File: src/rtl/id_fetch_arbiter.sv
// Fetch-entry arbiter for the ID-stage decode slot: sticky round-robin among
// NrSrc sources, bounded by MaxBurst, with a one-entry output register and per-source flush.
module id_fetch_arbiter #(
  parameter int unsigned NrSrc      = 2,
  parameter int unsigned EntryWidth = 64,
  parameter int unsigned MaxBurst   = 4
) (
  input  logic                        clk_i,
  input  logic                        rst_i,
  input  logic [NrSrc-1:0]            flush_i,
  input  logic                        hold_i,
  input  logic [NrSrc-1:0]            src_valid_i,
  input  logic [NrSrc*EntryWidth-1:0] src_entry_i,
  output logic [NrSrc-1:0]            src_ready_o,
  output logic                        id_valid_o,
  output logic [EntryWidth-1:0]       id_entry_o,
  output logic [$clog2(NrSrc)-1:0]    id_src_o,
  input  logic                        id_ready_i
);

  localparam int unsigned IdxW   = $clog2(NrSrc);
  localparam int unsigned BurstW = $clog2(MaxBurst + 1);
  localparam logic [BurstW-1:0] BurstMax = BurstW'(MaxBurst);

  logic [IdxW-1:0]       last_q;
  logic [BurstW-1:0]     burst_q;
  logic [BurstW-1:0]     burst_d;
  logic [IdxW-1:0]       start;
  logic [IdxW-1:0]       cand;
  logic [IdxW-1:0]       grant_idx;
  logic [NrSrc-1:0]      req;
  logic [EntryWidth-1:0] grant_entry;
  logic                  space;
  logic                  rotate;
  logic                  grant_vld;
  logic                  load;
  int unsigned           sum;

  assign req   = src_valid_i & ~flush_i;
  assign space = !id_valid_o || id_ready_i;

  // Stay on last_q while it still requests and has burst budget; hold pins it there.
  always_comb begin
    rotate = 1'b0;
    start  = last_q;
    if (!hold_i && !(req[last_q] && burst_q < BurstMax)) begin
      rotate = 1'b1;
      start  = (last_q == IdxW'(NrSrc - 1)) ? '0 : last_q + IdxW'(1);
    end
  end

  always_comb begin
    grant_vld = 1'b0;
    grant_idx = '0;
    cand      = '0;
    sum       = 0;
    for (int unsigned i = 0; i < NrSrc; i++) begin
      sum = 32'(start) + i;
      if (sum >= NrSrc) sum = sum - NrSrc;
      cand = IdxW'(sum);
      if (!grant_vld && req[cand] && (!hold_i || cand == last_q)) begin
        grant_vld = 1'b1;
        grant_idx = cand;
      end
    end
  end

  assign load = space && grant_vld && !rst_i;

  // A forced rotation that wraps back to last_q counts as a fresh burst.
  always_comb begin
    if (grant_idx == last_q && !rotate)
      burst_d = (burst_q == BurstMax) ? burst_q : burst_q + BurstW'(1);
    else
      burst_d = BurstW'(1);
  end

  always_comb begin
    src_ready_o = '0;
    grant_entry = '0;
    for (int unsigned s = 0; s < NrSrc; s++) begin
      if (grant_idx == IdxW'(s)) begin
        src_ready_o[s] = load;
        grant_entry    = src_entry_i[s*EntryWidth +: EntryWidth];
      end
    end
  end

  always_ff @(posedge clk_i) begin
    if (rst_i) begin
      id_valid_o <= 1'b0;
      id_entry_o <= '0;
      id_src_o   <= '0;
      last_q     <= '0;
      burst_q    <= '0;
    end else if (load) begin
      id_valid_o <= 1'b1;
      id_entry_o <= grant_entry;
      id_src_o   <= grant_idx;
      last_q     <= grant_idx;
      burst_q    <= burst_d;
    end else if (id_valid_o && (id_ready_i || flush_i[id_src_o])) begin
      id_valid_o <= 1'b0;
    end
  end

endmodule

File: config.mk
export PLATFORM = sky130hd
export DESIGN_NAME = id_fetch_arbiter
export DESIGN_NICKNAME = d
export VERILOG_FILES = /design/src/rtl/id_fetch_arbiter.sv
export SDC_FILE = /design/constraint.sdc
export NUM_CORES = 1
export LEC_CHECK = 0
export ABC_AREA = 1
export CORE_MARGIN = 1.5
export CORE_UTILIZATION = 35
export CTS_CLUSTER_DIAMETER = 40
export DETAILED_ROUTE_END_ITERATION = 7
export HOLD_SLACK_MARGIN = 0.1
export PLACE_DENSITY_LB_ADDON = 0.05
export SYNTH_ARGS = -nofsm -noshare
export SYNTH_HDL_FRONTEND = slang
export SYNTH_SLANG_ARGS = --single-unit
export TNS_END_PERCENT = 100
File: constraint.sdc
create_clock -name clk_i -period 1.7 [get_ports clk_i]
set_clock_uncertainty 0.2 [all_clocks]
set_input_delay 0.255 -clock clk_i [delete_from_list [all_inputs] [get_ports clk_i]]
set_output_delay 0.255 -clock clk_i [all_outputs]
set_load 0.02 [all_outputs]
==> reports/qor.csv <==
metric,value,unit
crit_chain,"inv_4, nand2_4, buf_6, nand2_4, a21oi_4, inv_4, a21oi_4, buf_6",
reg2regPathDepth,12,
rows,37,
die_area,11100,µm²
slowest_stage,dfxtp_4,
grtUsageTotal,29.2,%
synth-seq-cells,69,
synthesis.instances,553,
clkTransAtPathRegs,0.07,ns
finalMaxSlewViolations,0,
grt_pass1_wl,25000,µm
timing.slew.headroom,45.4,%
yosysSeqAreaShare,37.5,%
num-nets-final,929,
worstMarginPinSlew,0.819,ns
port-buffer-count,203,
cts_made_buffers,9,
ys_warn_count,0,
fin_crit,1.99,ns
power_density,653,nW/µm²
grt_pass1_vias,4803,
drt_wl_total,16300,µm
rsz0062_at_grt,yes,
r2r_end,id_entry_o[29]$_SDFFE_PP0P_,
die_x,106,µm
peakVddDrop,377,µV
finalInstanceArea,7030,µm²
required,1.24,ns
netlist_top_cells_area,"dfxtp_1, nand3_1, nand2_1",
clock_sink_count,69,
viasPerCell,5.18,
cts_tree,built,
final-setup-viol-count,71,
clock_latency,0.35,ns
r2r_slack,-0.29,ns
synth_top_cell_by_area,dfxtp_1,
layout_commonest_cell,nand2_1,
status,"finished, violations left",
max_freq,502,MHz
drt-initial-drc-count,269,
antenna_found_initial,0,
coreArea,10300,µm²
grt_max_degree,68,
critPathMaxFanout,3,
htree_levels,3,
placed_area,5840,µm²
hold_viol_final,0,
period_share,117,%
start_util,35.8,%
hp-class,input pin to flop,
die_h,106,µm
dp_hpwl,8450,µm
violations,negative setup slack,
fin_util,68.4,%
grt-ovfl-total,0,
detail-route-antenna-nets,0,
antenna_cells,0,
clockBufferDepth,2,
via_count,4827,
path_class,flop to primary output,
hold_depth,4,
worstPathArrival,1.54,ns
final_cell_mix,"nand2_1, clkdlybuf4s50_1, nand3_1",
crit_path_start,last_q$_SDFFE_PP0P_,
r2r-start,last_q$_SDFFE_PP0P_,
cts_root_buffer,clkbuf_8,
netlist.area_leader.share,37.5,%
endpoint,src_ready_o[0],
drc,0,
fillers,906,
drv_cap,0,
synth_nets,691,
area_growth,90.9,%
leakage,3.69,nW
first_pass_iters,8,
synth_cell_types,20,
synth_area,3680,µm²
crit_path_max_incr_delay,0.38,ns
end_kind,primary output,
worst_slack,-0.292,ns
layout-drive-gt1-share,16.6,%
avgSynthCellArea,6.66,µm²
io_pins,204,
place_congestion,0.813,
cp-start-kind,flop,
wl_per_cell,17.5,µm
critical path: cells and delay by family (launching register included):
family / cells / cell delay [ns]
flip-flops: 1 / 0.38
buffers and inverters: 4 / 0.35
AO/OA/AOI/OAI: 2 / 0.34
AND/OR/NAND/NOR: 2 / 0.11
worst min path at each step:
| stage | slack, ns | startpoint | end |
|---|---|---|---|
| after global placement | 0.30 | burst_q[1]$_SDFFE_PP0P_ | burst_q[1]$_SDFFE_PP0P_ |
| after detailed placement | 0.30 | burst_q[1]$_SDFFE_PP0P_ | burst_q[1]$_SDFFE_PP0P_ |
| after floorplan | 0.12 | rst_i | burst_q[1]$_SDFFE_PP0P_ |
| after CTS | 0.16 | flush_i[0] | id_valid_o$_SDFFE_PP0P_ |
| after global routing | 0.19 | flush_i[0] | id_valid_o$_SDFFE_PP0P_ |
| final | 0.17 | flush_i[0] | id_valid_o$_SDFFE_PP0P_ |
cell families (layout without fill, tap and decap cells):
kind of cell	after synthesis	in the layout	synth area share [%]
flip-flops	69	69	37.5
AND/OR/NAND/NOR	348	348	44.8
adder cells (fa/ha/maj)	2	2	0.680
buffers and inverters	124	367	15.2
AO/OA/AOI/OAI	10	10	1.77
routing by layer:
layer / vias up / share of wire, % / global-route usage [%]
met5: - / 0 / 0
met4: 0 / 2.5 / 11.2
met3: 28 / 8.8 / 6.68
met2: 233 / 49 / 51.2
met1: 2251 / 40 / 34.5
li1: 2315 / - / -
report_power, final:
part / internal [W] / switching (W)
Sequential: 0.00170 / 0.0000425
Combinational: 0.000790 / 0.000698
Clock: 0.000709 / 0.000655
Total: 0.00320 / 0.00140
stage by stage:
step,TNS [ns],power [W],std cells,hold slack (ns),setup WS [ns]
finish,-15.43,0.00459,932,0.173,-0.292
global route,-20.86,0.00480,932,0.186,-0.363
CTS,-10.69,0.00461,926,0.161,-0.261
detailed placement,-55.45,0.00290,868,0.304,-0.884
global placement,-52.62,0.00289,868,0.296,-0.823
floorplan,-0.0235,0.00232,553,0.124,-0.0235
synth_stat cells:
| cell type | number |
|---|---|
| nand3_1 | 134 |
| nand2_1 | 141 |
| buf_4 | 2 |
| inv_1 | 72 |
| o21ai_1 | 1 |
| clkbuf_1 | 14 |
| nand4_1 | 65 |
| buf_2 | 21 |
| a21oi_1 | 4 |
| a21oi_2 | 1 |
| nand2_2 | 3 |
| buf_6 | 8 |
| inv_2 | 3 |
| a21oi_4 | 1 |
| nand3_2 | 1 |
| ha_1 | 2 |
| nor2_1 | 4 |
| buf_1 | 4 |
| o21ai_0 | 3 |
| dfxtp_1 | 69 |
registers in the layout (all words and copies together), names as in the netlist:
name	cells
burst_q	3
id_entry_o	64
id_valid_o	1
last_q	1
area by class of cell:
class,count,area (µm²),share of cell area (%)
clock buffers,11,141,2.01
flip-flops and latches,69,1390,19.7
clock inverters,5,50.0,0.712
well taps,136,170,2.42
multi-input cells,360,1910,27.2
repair buffers,276,3080,43.8
inverters,75,287,4.08
repair_timing:
action                                  4_1_cts  5_1_grt
hold buffers                                  0        0
endpoints found under the setup margin      137       71
pin swaps                                    53        4
gates cloned                                 21        0
setup buffers                                22       12
resized for setup                           171        6
(Power assumes the default switching activity.)
